<file path="src/rtl/alu_seq_pkg.sv">
// ============================================================================
// Module      : alu_seq_pkg
// Description : Shared types for the handshaked sequential ALU: opcode and
//               state enumerations, the flag bundle, and an opcode legality
//               helper. Legality of opcode 110 depends on ALU_SEQ_MUL_EN.
// Revision    : 1.0 - initial release
// ============================================================================
`default_nettype none

package alu_seq_pkg;

    typedef enum logic [2:0] {
        OP_AND  = 3'b000,
        OP_XOR  = 3'b001,
        OP_SHL  = 3'b010,
        OP_SHR  = 3'b011,
        OP_ADD  = 3'b100,
        OP_SUB  = 3'b101,
        OP_MUL  = 3'b110,
        OP_RSVD = 3'b111
    } alu_op_e;

    typedef enum logic [1:0] {
        S_IDLE = 2'b00,
        S_BUSY = 2'b01,
        S_DONE = 2'b10
    } alu_state_e;

    typedef struct packed {
        logic zf;
        logic cf;
        logic vf;
        logic err;
    } alu_flags_t;

    localparam alu_flags_t c_flags_reset = '{zf: 1'b0, cf: 1'b0, vf: 1'b0, err: 1'b0};

    // True when the opcode is one this build implements.
    function automatic logic op_is_legal(input alu_op_e op);
`ifdef ALU_SEQ_MUL_EN
        return (op != OP_RSVD);
`else
        return (op != OP_RSVD) && (op != OP_MUL);
`endif
    endfunction

endpackage

`default_nettype wire

</file>
<file path="src/rtl/alu_mul_iter.sv">
// ============================================================================
// Module      : alu_mul_iter
// Description : Iterative unsigned shift-add multiplier, one partial product
//               per cycle. start loads the operands; done is raised during
//               the cycle in which the final step is being applied, and
//               product already includes that final step, so the consumer
//               can capture it on the same edge.
// Revision    : 1.0 - initial release
// ============================================================================
`default_nettype none

module alu_mul_iter #(
    parameter int WIDTH = 8
) (
    input  logic                 clk,
    input  logic                 reset,
    input  logic                 start,
    input  logic [WIDTH-1:0]     a,
    input  logic [WIDTH-1:0]     b,
    output logic                 done,
    output logic [2*WIDTH-1:0]   product
);

    localparam int                 c_cnt_w = $clog2(WIDTH);
    localparam logic [c_cnt_w-1:0] c_last  = c_cnt_w'(WIDTH - 1);

    logic [2*WIDTH-1:0] r_mcand;
    logic [2*WIDTH-1:0] r_acc;
    logic [WIDTH-1:0]   r_mplier;
    logic [c_cnt_w-1:0] r_cnt;
    logic               r_busy;
    logic [2*WIDTH-1:0] w_acc_next;

    assign w_acc_next = r_mplier[0] ? (r_acc + r_mcand) : r_acc;
    assign done       = r_busy && (r_cnt == c_last);
    assign product    = w_acc_next;

    // Operand load on start, then one shift-add step per cycle while busy.
    always_ff @(posedge clk or posedge reset) begin
        if (reset) begin
            r_mcand  <= '0;
            r_acc    <= '0;
            r_mplier <= '0;
            r_cnt    <= '0;
            r_busy   <= 1'b0;
        end else if (start) begin
            r_mcand  <= {{WIDTH{1'b0}}, a};
            r_acc    <= '0;
            r_mplier <= b;
            r_cnt    <= '0;
            r_busy   <= 1'b1;
        end else if (r_busy) begin
            r_acc    <= w_acc_next;
            r_mcand  <= r_mcand << 1;
            r_mplier <= r_mplier >> 1;
            r_cnt    <= r_cnt + 1'b1;
            if (done) begin
                r_busy <= 1'b0;
            end
        end
    end

endmodule

`default_nettype wire

</file>
<file path="src/rtl/alu_seq.sv">
// ============================================================================
// Module      : alu_seq
// Description : Handshaked sequential ALU. Accepts one operation on a
//               valid/ready input port, holds the registered result and
//               flags on a valid/ready output port until consumed.
//               Build option: define ALU_SEQ_MUL_EN to include the iterative
//               multiplier (opcode 110 through the BUSY state); otherwise
//               opcode 110 is reported as illegal.
// Revision    : 1.0 - initial release
// ============================================================================
`default_nettype none

module alu_seq
    import alu_seq_pkg::*;
#(
    parameter int WIDTH = 8
) (
    input  logic             clk,
    input  logic             reset,
    input  logic             in_valid,
    output logic             in_ready,
    input  logic [2:0]       op,
    input  logic [WIDTH-1:0] r1,
    input  logic [WIDTH-1:0] r2,
    output logic             out_valid,
    input  logic             out_ready,
    output logic [WIDTH-1:0] out,
    output logic             zf,
    output logic             cf,
    output logic             vf,
    output logic             err
);

    localparam int               c_msb   = WIDTH - 1;
    localparam logic [WIDTH-1:0] c_width = WIDTH'(WIDTH);

    alu_state_e       r_state;
    alu_state_e       w_state_next;
    logic [WIDTH-1:0] r_out;
    alu_flags_t       r_flags;

    alu_op_e          w_op;
    logic [WIDTH-1:0] w_res;
    alu_flags_t       w_flags;
    logic [WIDTH:0]   w_sum;
    logic [WIDTH:0]   w_diff;
    logic             w_shift_oor;
    logic             w_load_alu;

`ifdef ALU_SEQ_MUL_EN
    logic               w_mul_start;
    logic               w_mul_done;
    logic [2*WIDTH-1:0] w_mul_product;
    logic               w_load_mul;
    alu_flags_t         w_mul_flags;
`endif

    assign w_op      = alu_op_e'(op);
    assign in_ready  = (r_state == S_IDLE);
    assign out_valid = (r_state == S_DONE);
    assign out       = r_out;
    assign zf        = r_flags.zf;
    assign cf        = r_flags.cf;
    assign vf        = r_flags.vf;
    assign err       = r_flags.err;

    // Single-cycle result and flags for every opcode except MUL.
    always_comb begin
        w_res       = '0;
        w_flags     = c_flags_reset;
        w_sum       = {1'b0, r2} + {1'b0, r1};
        w_diff      = {1'b0, r2} - {1'b0, r1};
        w_shift_oor = (r1 >= c_width);
        if (!op_is_legal(w_op)) begin
            w_flags.err = 1'b1;
        end else begin
            case (w_op)
                OP_AND: w_res = r2 & r1;
                OP_XOR: w_res = r2 ^ r1;
                OP_SHL: w_res = w_shift_oor ? '0 : (r2 << r1);
                OP_SHR: w_res = w_shift_oor ? '0 : (r2 >> r1);
                OP_ADD: begin
                    w_res      = w_sum[WIDTH-1:0];
                    w_flags.cf = w_sum[WIDTH];
                    w_flags.vf = (r1[c_msb] == r2[c_msb]) && (w_sum[c_msb] != r2[c_msb]);
                end
                OP_SUB: begin
                    w_res      = w_diff[WIDTH-1:0];
                    w_flags.cf = w_diff[WIDTH];
                    w_flags.vf = (r1[c_msb] != r2[c_msb]) && (w_diff[c_msb] != r2[c_msb]);
                end
                default: w_res = '0;
            endcase
        end
        w_flags.zf = (w_res == '0);
    end

`ifdef ALU_SEQ_MUL_EN
    // Low half is the result; any bit set in the high half signals carry.
    always_comb begin
        w_mul_flags    = c_flags_reset;
        w_mul_flags.zf = (w_mul_product[WIDTH-1:0] == '0);
        w_mul_flags.cf = |w_mul_product[2*WIDTH-1:WIDTH];
    end

    alu_mul_iter #(
        .WIDTH   (WIDTH)
    ) u_mul (
        .clk     (clk),
        .reset   (reset),
        .start   (w_mul_start),
        .a       (r1),
        .b       (r2),
        .done    (w_mul_done),
        .product (w_mul_product)
    );
`endif

    // State register.
    always_ff @(posedge clk or posedge reset) begin
        if (reset) begin
            r_state <= S_IDLE;
        end else begin
            r_state <= w_state_next;
        end
    end

    // Next-state and load strobes; inputs are only looked at in IDLE.
    always_comb begin
        w_state_next = r_state;
        w_load_alu   = 1'b0;
`ifdef ALU_SEQ_MUL_EN
        w_mul_start  = 1'b0;
        w_load_mul   = 1'b0;
`endif
        case (r_state)
            S_IDLE: begin
                if (in_valid) begin
`ifdef ALU_SEQ_MUL_EN
                    if (w_op == OP_MUL) begin
                        w_mul_start  = 1'b1;
                        w_state_next = S_BUSY;
                    end else begin
                        w_load_alu   = 1'b1;
                        w_state_next = S_DONE;
                    end
`else
                    w_load_alu   = 1'b1;
                    w_state_next = S_DONE;
`endif
                end
            end
`ifdef ALU_SEQ_MUL_EN
            S_BUSY: begin
                if (w_mul_done) begin
                    w_load_mul   = 1'b1;
                    w_state_next = S_DONE;
                end
            end
`endif
            S_DONE: begin
                if (out_ready) begin
                    w_state_next = S_IDLE;
                end
            end
            default: w_state_next = S_IDLE;
        endcase
    end

    // Result and flags change only when DONE is entered.
    always_ff @(posedge clk or posedge reset) begin
        if (reset) begin
            r_out   <= '0;
            r_flags <= c_flags_reset;
        end else if (w_load_alu) begin
            r_out   <= w_res;
            r_flags <= w_flags;
        end
`ifdef ALU_SEQ_MUL_EN
        else if (w_load_mul) begin
            r_out   <= w_mul_product[WIDTH-1:0];
            r_flags <= w_mul_flags;
        end
`endif
    end

endmodule

`default_nettype wire

</file>
<file path="config.mk">
export PLATFORM = sky130hd
export DESIGN_NAME = alu_seq
export DESIGN_NICKNAME = d
export VERILOG_FILES = /design/src/rtl/alu_seq_pkg.sv /design/src/rtl/alu_mul_iter.sv /design/src/rtl/alu_seq.sv
export SDC_FILE = /design/constraint.sdc
export NUM_CORES = 1
export LEC_CHECK = 0
export ABC_CLOCK_PERIOD_IN_PS = 2170
export CAP_MARGIN = 10
export CORE_MARGIN = 1.5
export CORE_UTILIZATION = 52
export DETAILED_ROUTE_END_ITERATION = 16
export GPL_TIMING_DRIVEN = 0
export HOLD_SLACK_MARGIN = 0.15
export PLACE_DENSITY = 0.79
export SLEW_MARGIN = 20
export SYNTH_ARGS = -nofsm -noshare
export SYNTH_HDL_FRONTEND = slang
export SYNTH_SLANG_ARGS = --single-unit
export TNS_END_PERCENT = 100
</file>
<file path="constraint.sdc">
create_clock -name clk -period 2.17 [get_ports clk]
set_input_delay 0.5425 -clock clk [delete_from_list [all_inputs] [get_ports clk]]
set_output_delay 0.5425 -clock clk [all_outputs]
set_load 0.01 [all_outputs]
</file>
* Yosys cells after proc, flatten, opt, wreduce, memory -nomap -nowiden
Index checks and enable logic that the tools add are counted.
** Word-level totals
- Logic and storage cells :: 46
- Output and inout bits :: 14
- Input bits :: 23
- Register bits after elaboration :: 14
** Operators by class
- Shift operators :: 2
- Reductions and logical operators :: 7
- $add $sub $neg :: 2
- Order comparisons :: 1
- Equality and inequality tests :: 14
- Mux-type cells :: 12
- Bitwise operators :: 2
** Operators by type and width (number)
- $pmux 8 s6 :: 1
- $mux 8 :: 3
- $add 8x8->9 :: 1
- $sub 8x8->9 :: 1
- $and 8x8->8 :: 1
- $ge 8x4->1 const B :: 1
- $logic_not 8->1 :: 1
- $pmux 2 s2 :: 2
- $shl 8x8->8 :: 1
- $shr 8x8->8 :: 1
- $xor 8x8->8 :: 1
- $eq 3x2->1 const B :: 2
- $eq 3x3->1 const B :: 2
- $mux 2 :: 3
- $ne 3x3->1 const B :: 2
- $eq 3x1->1 const B :: 1
- $logic_and 1x1->1 :: 3
- $logic_not 3->1 :: 1
- $mux 1 :: 3
- $ne 1x1->1 :: 3
- $eq 2x2->1 const B :: 1
- $logic_not 2->1 :: 1
- $ne 2x1->1 const B :: 1
- $ne 2x2->1 const B :: 1
- 2 further kinds :: 2

* Longest topological paths before layout
Gate-level depths: netlist of the first run.
- Word-level depth :: 5
- Depth in mapped cells :: 11
- Mapped depth without buffers :: 11

* Worst setup path before layout of the first run
Ideal clock, no wire load.
- Path kind :: input -> register
- Start point :: input r1[1]
- End point :: register r_out[7] (netlist: out[7])
- Library setup time :: 0.066 ns
- Setup slack :: -0.394 ns
- Path buffers :: 0
- Data required time :: 2.104 ns
- Stages :: 9
- Arrival :: 2.499 ns
- Cell sequence :: clkinv_1 > ha_1 > nor2b_1 > o311ai_1 > and3_1 > or4_1 > and3_1 > o311ai_1 > mux2_2
** Between the ends
- Word-level cells in the longest chain between the ends :: 4
- Elaborated cells between the ends (all ways) :: 9
- Classes of those cells :: 2 x add/sub; 1 x order compare; 2 x shift; 4 x mux
** RTL lines
- start: declaration :: line alu_seq.sv:23 : input logic [WIDTH-1:0] r1,
- $ge 8x4->1, or another cell as far along :: line alu_seq.sv:73 : w_shift_oor = (r1 >= c_width);
- $mux 8 (on tied branches) :: line alu_seq.sv:81, alu_seq.sv:80
- $pmux 8 s6 * :: line alu_seq.sv:77 : case (w_op)
- $mux 8 * :: line alu_seq.sv:74 : if (!op_is_legal(w_op)) begin
- end signal: assignment :: line alu_seq.sv:176 : r_out <= w_res;
- end: declaration :: line alu_seq.sv:39 : logic [WIDTH-1:0] r_out;
Every way passes the cells marked *; elsewhere a longest branch is shown, timed or not.
A chain may end at the register's enable or synchronous reset.

* Worst setup path after layout of the first run
- Start point :: input r2[0]
- End point :: register r_flags, in the netlist zf
** Between the ends
- Word-level cells in the longest chain between the ends :: 5
- Elaborated cells between the ends (all ways) :: 11
- Classes of those cells :: 2 x add/sub; 2 x shift; 4 x mux; 2 x bitwise; 1 x reduce/logical
** RTL lines
- start: declaration :: line alu_seq.sv:24 : input logic [WIDTH-1:0] r2,
- branches (longest 2 deep; another with $sub 8x8->9)
- $pmux 8 s6 * :: line alu_seq.sv:77
- $mux 8 * :: line alu_seq.sv:74
- $logic_not 8->1 * :: line alu_seq.sv:95 : w_flags.zf = (w_res == '0);
- end signal: assignment :: line alu_seq.sv:174 : r_flags <= c_flags_reset;
- end signal: assignment :: line alu_seq.sv:177 : r_flags <= w_flags;
- end: declaration :: line alu_seq.sv:40 : alu_flags_t r_flags;
Every way passes the cells marked *.

==> results of run 1 <==
==> power by group through the flow <==
stage               registers (mW)  clock network [mW]  logic (mW)
global route                 0.315               0.222       0.809
finish                       0.311               0.212       0.754
floorplan                    0.335                   0       0.343
detailed placement           0.315                   0       0.607
global placement             0.312                   0       0.599
CTS                          0.311               0.215       0.651
==> metal layers <==
layer	vias up	part of all wire
met5	-	0
met1	1100	0.40
met2	151	0.49
met3	28	0.082
met4	0	0.027
li1	1136	-
==> flip-flops by register name (all words and copies together), names as in the netlist <==
signal	count
err	1
out	8
r_state	1
cf	1
zf	1
vf	1
==> cell type report <==
cell class	instances	area [um^2]	share of cell area
Multi-Input combinational cell	231	1897	0.6335
Clock buffer	4	45.04	0.01504
Buffer	13	77.57	0.02591
Sequential cell	13	325.3	0.1087
Timing Repair Buffer	46	466.7	0.1559
Inverter	22	122.6	0.04095
Tap cell	48	60.06	0.02006
==> stage by stage <==
step	setup WS [ps]	util	cell area, um^2	hold WS, ps	TNS, ps
global route	-347.6	0.8057	2994	501.0	-996.2
floorplan	-215.0	-	2133	419.5	-555.6
finish	-293.5	0.8057	2994	468.4	-660.5
detailed placement	-1250	0.6845	2544	463.4	-10550
CTS	-296.0	0.7290	2709	473.9	-1135
global placement	-1212	0.6845	2544	453.9	-10330
==> cell usage after synthesis, types with 3 or more instances <==
cell / number / area (um^2)
sky130_fd_sc_hd__a211oi_1: 6 / 45.04
sky130_fd_sc_hd__ha_1: 16 / 200.2
sky130_fd_sc_hd__o22ai_1: 4 / 25.02
sky130_fd_sc_hd__nor2_1: 26 / 97.59
sky130_fd_sc_hd__or4_1: 3 / 22.52
sky130_fd_sc_hd__nand2b_1: 7 / 43.79
sky130_fd_sc_hd__and3_1: 5 / 31.28
sky130_fd_sc_hd__o211ai_1: 3 / 22.52
sky130_fd_sc_hd__o41ai_1: 3 / 26.28
sky130_fd_sc_hd__a21o_1: 3 / 22.52
sky130_fd_sc_hd__dfrtp_1: 13 / 325.3
sky130_fd_sc_hd__o21ai_1: 4 / 20.02
sky130_fd_sc_hd__o311ai_0: 3 / 26.28
sky130_fd_sc_hd__inv_1: 16 / 60.06
sky130_fd_sc_hd__inv_2: 4 / 15.01
sky130_fd_sc_hd__o31ai_1: 3 / 22.52
sky130_fd_sc_hd__nand3_1: 6 / 30.03
sky130_fd_sc_hd__clkbuf_1: 9 / 33.78
sky130_fd_sc_hd__o21a_1: 4 / 30.03
sky130_fd_sc_hd__a21oi_1: 15 / 75.07
sky130_fd_sc_hd__nand2_1: 32 / 120.1
sky130_fd_sc_hd__nand4_1: 3 / 18.77
sky130_fd_sc_hd__o21ai_0: 13 / 65.06
sky130_fd_sc_hd__nor3_1: 9 / 45.04
sky130_fd_sc_hd__nor2b_1: 7 / 43.79
sky130_fd_sc_hd__xnor2_1: 3 / 26.28
sky130_fd_sc_hd__buf_2: 4 / 20.02
sky130_fd_sc_hd__mux2i_1: 14 / 140.1
==> repair_timing <==
| action | 4_1_cts | 5_1_grt |
|---|---|---|
| pin swaps | 3 | 11 |
| setup buffers | 3 | 8 |
| resized for setup | 89 | 87 |
| hold buffers | 0 | 0 |
| endpoints found under the setup margin | 11 | 11 |
==> kinds of logic after synthesis <==
group | Yosys count
AND/OR/NAND/NOR | 110
AO/OA/AOI/OAI | 81
buffers and inverters | 36
multiplexers | 18
adder cells (fa/ha/maj) | 18
flip-flops | 13
XOR/XNOR | 4
==> worst paths after layout <==
kind | endpoint | depth (start not counted)
worst max-delay path | zf | 11
worst min-delay path | err | 2
worst max register to register | zf | 6
worst min register to register | err | 2
max in group asynchronous | out[2] | 2
min in group asynchronous | vf | 2
==> worst max-delay path, stage by stage <==
cell and delay (ps):
sky130_fd_sc_hd__buf_12 100, sky130_fd_sc_hd__inv_12 30, sky130_fd_sc_hd__ha_4 150, sky130_fd_sc_hd__inv_2 50, sky130_fd_sc_hd__fa_2 410, sky130_fd_sc_hd__mux4_2 480
sky130_fd_sc_hd__a21oi_2 170, sky130_fd_sc_hd__nand2_1 80, sky130_fd_sc_hd__nor4_1 250, sky130_fd_sc_hd__nand4_1 160, sky130_fd_sc_hd__o31ai_2 180
==> out/qor_table.md, run 1 <==
| Item | This run |
|---|---|
| Outcome | complete, but fails checks |
| Violations in the final reports | setup timing |
| Post-route ant nets | 0 |
| Clock network fraction of total power | 0.166 |
| Maximum fanout along the worst path | 4 |
| Number of distinct standard cells referenced by the synthesized netlist | 58 |
| Final estimated routing congestion in global placement | 0.9501 |
| 1st-iter DRT viols | 258 |
| Global-route wire length before repair | 10,160 um |
| Classification of the worst-slack hold path | reg2reg |
| Overall fraction of global-route tracks in use | 0.2977 |
| Total power after layout | 1.277 mW |
| Detailed-route wire length | 6735 um |
| Gate Count Post-Synth | 280 |
| Number of H-tree levels | 1 |
| Count of non-filler cells in the finished layout | 377 |
| Final number of max-transition violations | 0 |
| Die Footprint | 0.004340 mm^2 |
| Number of enable-type register cells in the synthesized netlist | 0 |
| Std-Cell Rows | 22 |
| Met2 track utilization from global routing | 0.5126 |
| Root Driver | sky130_fd_sc_hd__clkbuf_8 |
| Worst setup SP type | input port |
| Combinational family with the most area after synthesis | compound AO/OA/AOI/OAI gates |
| Total of fill cells in the finished design | 248 |
| X dimension of the die | 65.88 um |
| Power share of the sequential group | 0.244 |
| Most common library cell in the layout ignoring fill and taps | sky130_fd_sc_hd__nand2_1 |
| Final hold violation count | 0 |
| Vias in the first global route | 2,115 |
| Net Sw Frac | 0.3860 |
| Fin crit period | 2464 ps |
| Clock latency on the worst-skew pair | 240 ps |
| Critical Path AT | 2620 ps |
| Leakage Power | 1.254 nW |
| Top-level I/O count | 37 |
| Main synth FF type | sky130_fd_sc_hd__dfrtp_1 |
| Source of the critical timing path | r2[0] |
| Number of buffers created by CTS | 3 |
| Buffer depth of the longest clock path | 2 |
| Final period utilization | 1.135 |
| Remaining max-slew budget at the tightest pin | 0.6754 |
| GR met3 Demand/Resource | 0.01704 |
| Area Overhead vs Synth | 45.65% |
| Highest Clock Rate | 405.9 MHz |
| Startpoint of the lowest-slack hold path | err |
| Initial antenna violation count | 0 |
| Data required time at the worst endpoint | 2320 ps |
| Global routing usage on met1 | 0.4048 |
| Routed wire length per instance | 17.86 um |
| Synth Cell Area | 0.002056 mm^2 |
| Nets | 371 |
| Post-synth net total | 321 |
| Asr flop ratio synth | 1.000 |
| Area share of fa/ha/maj cells after synthesis | 0.1169 |
| Crit path setup slack, layout | -293.5 ps |
| Total global routing overflow | 0 |
| P per Cell Area | 426.7 mW/mm^2 |
| Number of cells after detailed placement | 363 |
| Transition time of the tightest slew-check pin | 479.4 ps |
| Switching power | 0.4931 mW |
| Combinational share of power | 0.591 |
| Clock tree from TritonCTS | yes |
| Register-to-register path setup slack | 540 ps |
| Number of setup violations in the final report | 4 |
| Type of element capturing the critical path | flip-flop |
| Compound-Gate Fraction of Synth Area | 0.2696 |
| Diode insertion count for antenna repair | 0 |
| Clock-pin transition on the worst setup and hold timing paths | 50 ps |
| Highest-count cells in the layout ignoring fill and taps | 31 x sky130_fd_sc_hd__nand2_1, 24 x sky130_fd_sc_hd__nor2_1, 17 x sky130_fd_sc_hd__clkdlybuf4s50_1 |
| Drt via density | 6.406 |
| P_int | 0.7844 mW |
| RSZ-0062 raised after global routing | yes |
| DPL Wire Length | 4774 um |
| CP Class | in2reg |
| Largest net degree at the start of global routing | 14 |
| FF+latch count, synth | 13 |
| Part of the Yosys area used for sequential elements | 0.1582 |
| Post-route DRC violation count | 0 |
| Number of buffers inserted by port buffering | 35 |
| Vias after detailed routing | 2,415 |
| Mux contribution to synthesized area | 0.1010 |
| Yosys synthesis warning count | 0 |
| Worst R2R Start | r_state[1] |
| Worst IR drop on VDD | 208.7 uV |
| Starting Density | 0.5532 |
| GR peak layer | met2 |
| Post-synthesis xor/xnor area fraction | 0.01704 |
| Area of the placeable core | 0.003716 mm^2 |
| Layout cell share with drive strength beyond 1 | 0.2675 |
| Avg Inst Size Synth | 7.342 um^2 |
| Clock skew | 0.4584 ps |
| Max-cap violations | 0 |
| Synth Area in Simple Gates | 0.2672 |
| Die Ht | 65.88 um |
| Router iterations before antenna repair | 8 |
| Number of clock sinks | 13 |
Note: power is estimated with default switching activity, not from simulation.
==> inputs of run 2 (changes only) <==
Settings changed: REMOVE_ABC_BUFFERS set to 1.
==> run 2 against run 1 <==
The flow still finishes with violations (setup timing); non-clock buffer count decreased by 3; die area stayed put; power rose by 5.5%; critical path type unchanged.
==> out/qor_table.md, run 2 (same netlist as run 1, synthesis figures left out) <==
| Item | This run |
|---|---|
| Highest Clock Rate | 391.2 MHz |
| Total of fill cells in the finished design | 230 |
| Starting Density | 0.5532 |
| Critical Path AT | 2710 ps |
| Clock-pin transition on the worst setup and hold timing paths | 50 ps |
| Area Overhead vs Synth | 50.46% |
| Clock tree from TritonCTS | yes |
| DPL Wire Length | 4610 um |
| Final design area excluding fillers | 0.003093 mm^2 |
| X dimension of the die | 65.88 um |
| Final estimated routing congestion in global placement | 0.9330 |
| Vias after detailed routing | 2,590 |
| Net Sw Frac | 0.3992 |
| Flip-flop count of the largest register, all copies and words added | 8 |
| Final period utilization | 1.178 |
| Fin crit period | 2556 ps |
| Number of buffers created by CTS | 3 |
| Nets | 368 |
| Die Ht | 65.88 um |
| DP Area | 0.002415 mm^2 |
| Final number of max-transition violations | 0 |
| Register-to-register path setup slack | 450 ps |
| Leakage Power | 1.268 nW |
| Crit path setup slack, layout | -386.4 ps |
| Number of hold-repair buffers added at the cts stage | 0 |
| Endpoint, Worst Hold | out[2] |
| Data required time at the worst endpoint | 2330 ps |
| Buf+Inv Stages, Crit Path | 1 |
| Combinational share of power | 0.603 |
| Worst R2R Start | r_state[1] |
| Max stage delay on crit path | 530 ps |
| Worst slack at placement | -1877 ps |
| Worst reg2reg endpoint | zf |
| Buffer depth of the longest clock path | 2 |
| Overall fraction of global-route tracks in use | 0.3480 |
| Number of buffers inserted by port buffering | 36 |
| Detailed-route wire length | 7884 um |
| Vias in the first global route | 2,294 |
| Total global routing overflow | 0 |
| Number of cells after detailed placement | 350 |
| Post-route DRC violation count | 0 |
| Highest-count cells in the layout ignoring fill and taps | 31 x sky130_fd_sc_hd__nand2_1, 25 x sky130_fd_sc_hd__nor2_1, 20 x sky130_fd_sc_hd__buf_4 |
| Number of setup violations in the final report | 6 |
| Sequence of cells on the critical path | buf_12, ha_4, fa_2, mux4_2, a21oi_4, nand2_2, nor4_4, nand4_1, o31ai_2 |
| Switching power | 0.5378 mW |
| Clock network fraction of total power | 0.168 |
| GR peak layer | met2 |
| Post-route ant nets | 0 |
| Outcome | complete, but fails checks |
| Initial antenna violation count | 0 |
| Number of clock sinks | 13 |
| Type of element capturing the critical path | flip-flop |
| Max stage delay cell, worst path | sky130_fd_sc_hd__mux4_2 |
| Diode insertion count for antenna repair | 0 |
| Largest net degree at the start of global routing | 31 |
| Clock latency on the worst-skew pair | 250 ps |
| Maximum fanout along the worst path | 4 |
| Worst setup SP type | input port |
| Startpoint of the lowest-slack hold path | out[2] |
| Clock skew | 5.994 ps |
| Max-cap violations | 0 |
| Std-Cell Rows | 22 |
| Number of H-tree levels | 1 |
| Layout cell share with drive strength beyond 1 | 0.3160 |
| Met2 track utilization from global routing | 0.5543 |
| Global routing usage on met1 | 0.4762 |
| Most common library cell in the layout ignoring fill and taps | sky130_fd_sc_hd__nand2_1 |
| Top-level I/O count | 37 |
| Die Footprint | 0.004340 mm^2 |
| Root Driver | sky130_fd_sc_hd__clkbuf_8 |
| RSZ-0062 raised after global routing | yes |
| P per Cell Area | 435.5 mW/mm^2 |
| P_int | 0.8094 mW |
| Router iterations before antenna repair | 5 |
| Routed wire length per instance | 21.08 um |
| Count of non-filler cells in the finished layout | 374 |
| Cell family contributing the most delay on the critical path | adder cells |
| GR met3 Demand/Resource | 0.04600 |
| CP Class | in2reg |
| Violations in the final reports | setup timing |
| 1st-iter DRT viols | 313 |
| Worst Hold Path Cells | 2 |
| Final hold violation count | 0 |
| Worst IR drop on VDD | 249.5 uV |
| Source of the critical timing path | r2[0] |
| Global-route wire length before repair | 11,520 um |
| Power share of the sequential group | 0.230 |
| Area of the placeable core | 0.003716 mm^2 |
| Remaining max-slew budget at the tightest pin | 0.5814 |
| Classification of the worst-slack hold path | reg2reg |
| Transition time of the tightest slew-check pin | 627.8 ps |
| Reg2Reg Depth | 5 |
| Drt via density | 6.925 |
[run 2: how the worst max path moves through the flow]
stage               endpoint  slack (ps)  cells after the start
floorplan             out[7]        -390                      9
global placement          zf       -1860                      9
detailed placement        zf       -1880                     10
CTS                       zf        -340                     11
global route              zf        -450                     11
finish                    zf        -390                      9
[run 2: through the flow]
step	hold slack, ps	TNS, ps	util	power, mW
final	480.4	-878.0	0.8323	1.347
after global placement	453.8	-16940	0.6498	0.8886
after global routing	510.8	-1372	0.8323	1.413
after CTS	477.6	-666.2	0.7795	1.237
after floorplan	419.5	-1421	-	0.6401
after detailed placement	463.6	-16960	0.6498	0.8962
[run 2: what timing repair did]
item / in CTS / in global routing
pin swaps: 15 / 28
buffers inserted: 13 / 6
endpoints found under the setup margin: 11 / 9
cloned: 1 / 0
gates resized for setup: 160 / 48
[run 2: worst reg2reg max path: stages (launching register included)]
cell	delay, ps
sky130_fd_sc_hd__dfrtp_1	390
sky130_fd_sc_hd__nor2b_1	490
sky130_fd_sc_hd__nand2_2	160
sky130_fd_sc_hd__nor4_4	290
sky130_fd_sc_hd__nand4_1	130
sky130_fd_sc_hd__o31ai_2	190
[run 2: metal layers]
| metal | vias to the layer above | routed length, um |
|---|---|---|
| li1 | 1122 | - |
| met1 | 1198 | 3029 |
| met2 | 218 | 3636 |
| met3 | 52 | 844 |
| met4 | 0 | 374 |
| met5 | - | 0 |
[run 2: area by class of cell]
type,instances,area [um^2],share of cell area
Multi-Input combinational cell,231,1953,0.6315
Clock buffer,4,45.04,0.01456
Timing Repair Buffer,56,584.3,0.1889
Inverter,22,125.1,0.04045
Sequential cell,13,325.3,0.1052
Tap cell,48,60.06,0.01942
[run 2: power by group through the flow]
| stage | Combinational [mW] | Clock (mW) | Sequential (mW) |
|---|---|---|---|
| final | 0.812 | 0.226 | 0.309 |
| after global routing | 0.863 | 0.236 | 0.314 |
| after CTS | 0.706 | 0.222 | 0.309 |
| after detailed placement | 0.583 | 0 | 0.313 |
| after global placement | 0.577 | 0 | 0.312 |
| after floorplan | 0.306 | 0 | 0.335 |
==> patch 1: new RTL, settings of run 1 <==
Set the parameter `WIDTH` to 12 (it was 8).
--- a/src/rtl/alu_seq.sv
+++ b/src/rtl/alu_seq.sv
@@ -14,5 +14,5 @@
     import alu_seq_pkg::*;
 #(
-    parameter int WIDTH = 8
+    parameter int WIDTH = 12
 ) (
     input  logic             clk,
Interface: changed (resized out, r1 and r2); port bits go from 37 to 49. No check against the original RTL was run, so the function may have changed too.
==> patch 1 against run 1 <==
The flow still finishes with violations (setup timing); final area increased by 58%; sequential cell count increased by 4; total power increased by 47%; setup slack got worse by 0.47 ns; maximum frequency decreased by 16%; sequential power increased by 31%; count of clock-buffer cells in the layout unchanged; wire length increased by 82%; global-route usage increased by 5.4 points; die area increased by 54%; synthesized area increased by 57%.
==> patch 1: results (changes against run 1) <==
Run status
  – Result of the run: finished, violations left
  – Failing checks: setup timing

Logic synthesis
  – Leading post-synthesis cells by instance count: 40 x sky130_fd_sc_hd__nand2_1, 31 x sky130_fd_sc_hd__a21oi_1, 31 x sky130_fd_sc_hd__o21ai_0
  – Synth area leaders: sky130_fd_sc_hd__dfrtp_1 13%, sky130_fd_sc_hd__ha_1 9.3%, sky130_fd_sc_hd__a21oi_1 4.8%, sky130_fd_sc_hd__o21ai_0 4.8%, sky130_fd_sc_hd__mux2i_1 4.6%
  – Mapped Nets: 477 (+49%)

Final layout
  – Post-layout net count: 561 (+51%)
  – Sequential share of cell area: 8.98% (-1.9 points)
  – Multi-input logic portion of the cell area: 64.8% (+1.5 points)
  – Post-route design area: 0.00474 mm2 (+58%)
  – Filler Cells Inserted: 398 (+60%)
  – Share of cells above drive strength 1: 35.6% (+8.8 points)

Critical path
  – Slowest cell delay on critical path: 0.32 ns (-0.16 ns)
  – Top Family by Delay on Critical Path: compound AO/OA/AOI/OAI gates
  – CP arrival: 3.08 ns (+0.46 ns)

Die
  – Tapcells: 75 (+56%)

Route
  – Total number of vias: 3936 (+63%)
  – Detailed-route vias per instance: 6.81 (+6.3%)

STA
  – Worst-Margin Slew: 0.617 ns (+0.137 ns)
  – Number of failing setup endpoints in the final timing report: 11 (+7)
  – Post-Route Setup TNS: -4.79 ns (-4.13 ns)
  – PnR worst setup slack: -0.762 ns (-0.469 ns)

Placement
  – Final GP Congestion: 1.02 (+7.7%)
  – Detail Placement HPWL: 8.70 mm (+82%)
  – Total instance count after detailed placement: 542 (+49%)

GRT
  – Global Route met1 Usage: 46.2% (+5.7 points)
-- patch 1: cells by family after synthesis --
| group | Yosys count | synth area share, % |
|---|---|---|
| compound gates | 131 | 27.6 |
| xor+xnor | 11 | 2.98 |
| fa+ha+maj | 26 | 10.5 |
| buf+inv | 54 | 7.47 |
| flops | 17 | 13.2 |
| mux | 32 | 14.3 |
| simple gates | 149 | 24.0 |
-- patch 1: tightest hold or removal path, delay by kind of cell (launching register included) --
kind / cells / cell delay (ns)
and+or+nand+nor: 2 / 0.11
DFF: 1 / 0.34
-- patch 1: final timing paths --
path                            start  endpoint  slack, ns  cells after the start
max                             r1[2]        zf      -0.76                     15
min reg2reg                       err       err       0.48                      2
max in group asynchronous       reset        zf       1.11                      2
min in group asynchronous       reset    out[8]       0.67                      2
max reg2reg                r_state[1]        zf       0.37                      8
min                               err       err       0.48                      2
-- patch 1: power breakdown --
part	switching, uW	leakage [uW]	internal [uW]
sequential	30.7	0.000219	376
combinational	640	0.00172	605
clock	97.8	0.0000228	130
total	768	0.00196	1110
==> patch 2: new RTL, flow settings as in run 1 <==
Made on the original files. Put a register stage on the output `err`, without a reset. The value now appears one clock later. The other outputs are not delayed to match.
--- a/src/rtl/alu_seq.sv
+++ b/src/rtl/alu_seq.sv
@@ -35,4 +35,6 @@
     localparam logic [WIDTH-1:0] c_width = WIDTH'(WIDTH);
 
+    logic err_d;
+
     alu_state_e       r_state;
     alu_state_e       w_state_next;
@@ -63,5 +65,5 @@
     assign cf        = r_flags.cf;
     assign vf        = r_flags.vf;
-    assign err       = r_flags.err;
+    assign err_d     = r_flags.err;
 
     // Single-cycle result and flags for every opcode except MUL.
@@ -185,4 +187,8 @@
     end
 
+    always_ff @(posedge clk) begin
+        err <= err_d;
+    end
+
 endmodule
 
Check against the original RTL: not equivalent (Yosys sat finds a counterexample within 4 cycles, from zero or initial values and one cycle with reset high).
==> patch 2 against run 1 <==
The run still ends with setup timing left; die area is 0.17% higher; wire length is 4.9% lower; setup slack better by 0.047 ns; critical path type unchanged; total power is 1.4% lower; global-route usage is 0.73 points higher; sequential cell count is 1 higher; sequential power is 6% higher; largest power group unchanged; clock power is 3% higher; synthesized area is 0.18% higher; core utilization is 1.5 points lower; final area is 1.1% lower; maximum frequency is 2.0% higher.
==> patch 2: results (changes against run 1) <==
STA
  – Remaining max-slew budget at the tightest pin: 60.1% (-7.4 points)
  – PnR worst setup slack: -0.246 ns (+0.0474 ns)
  – Post-Route Setup TNS: -0.599 ns (+0.0616 ns)
  – Worst hold slack across all endpoints: 0.385 ns (-0.0833 ns)
  – Number of failing setup endpoints in the final timing report: 7 (+3)

Final layout
  – Multi-input combinational gate total: 214 (-7.4%)
  – Multi-input gate area in the final layout: 0.00187 mm2 (-1.6%)
  – Non-clk bufs: 65 (+10%)
  – Number of non-clock inverters: 21 (-4.5%)
  – Final non-clock buffer share: 18.7% (+0.54 points)
  – Post-layout net count: 360 (-3.0%)
  – Clock network contribution to total cell area: 1.52% (+0.017 points)
  – Share of cells above drive strength 1: 37.4% (+11 points)
  – Filler Cells Inserted: 268 (+8.1%)

Route
  – Met1 routed wirelength after detailed routing: 2.78 mm (+3.8%)
  – Routed met2 length: 3.05 mm (-8.2%)
  – Total number of vias: 2286 (-5.3%)
  – Number of DRC markers in iteration 0: 149 (-42%)
  – Wire length after detailed routing: 6.41 mm (-4.9%)
  – 1st-pass router iterations: 4 (-4)
  – Length of routed met3 wiring: 475 um (-14%)

Logic synthesis
  – Leading post-synthesis cells by instance count: 22 x sky130_fd_sc_hd__nand2_1, 20 x sky130_fd_sc_hd__inv_1, 19 x sky130_fd_sc_hd__o21ai_0
  – Mapped Cells: 266 (-5.0%)
  – Sequential share of the synthesized area: 16.8% (+0.94 points)
  – FFs w/ async S/R, synth: 92.9% (-7.1 points)

Worst hold path
  – Startpoint of the tightest hold check path: err_d
  – Hold depth: 0 (-2)

GRT
  – Met2 usage in global routing: 52.0% (+0.76 points)
  – Met3 routing resource usage after global routing: 2.39% (+0.68 points)
  – Global Route met1 Usage: 41.1% (+0.65 points)
  – GRT Overall Usage: 30.5% (+0.73 points)
  – Vias in the first global route: 2150 (+1.7%)

Run status
  – Result of the run: finished, violations left
  – Failing checks: setup timing

Critical path
  – Slack of the worst reg-to-reg path: 0.70 ns (+0.16 ns)
  – CP arrival: 2.60 ns (-0.02 ns)
  – Slowest cell delay on critical path: 0.50 ns (+0.02 ns)
  – R2r worst-path depth: 7 (+1)

Placement
  – Post-place setup slack: -1.17 ns (+0.0780 ns)
  – Port Buf Inserts: 34 (-2.9%)
  – Total instance count after detailed placement: 348 (-4.1%)
  – Detail Placement HPWL: 4.60 mm (-3.8%)

Power
  – Peak supply drop: 0.000180 V (-14%)
## patch 2: cell count changes after synthesis, sizes merged, moves of 3 or more
cell and delta:
o311ai -3, clkbuf -4, nor2 -6, o41ai -3
a211oi -4, a21oi +3, buf +7, o21ai +7
nand2 -10, a31oi +3
## patch 2: timing repair
| item | CTS | global route |
|---|---|---|
| gates resized for setup | 132 | 34 |
| pin swaps | 23 | 20 |
| cloned | 0 | 0 |
| hold endpoints to repair | 0 | 0 |
| buffers inserted | 16 | 3 |
| setup endpoints to repair | 11 | 9 |
## patch 2: power by group
group / internal (uW) / switching, uW / total (uW) / leakage [uW]
clock network: 130 / 88.3 / 218 / 0.0000228
logic: 351 / 361 / 712 / 0.00101
registers: 307 / 21.7 / 329 / 0.000177
## patch 2: cell families after synthesis
logic type,after synthesis,synth area share [%]
and+or+nand+nor,87,23.6
xor gates and xnor gates,4,1.70
adders and majority gates,18,11.7
DFF,14,16.8
muxes,18,9.60
buffers and inverters,38,8.81
AOI/OAI and AO/OA,87,27.9
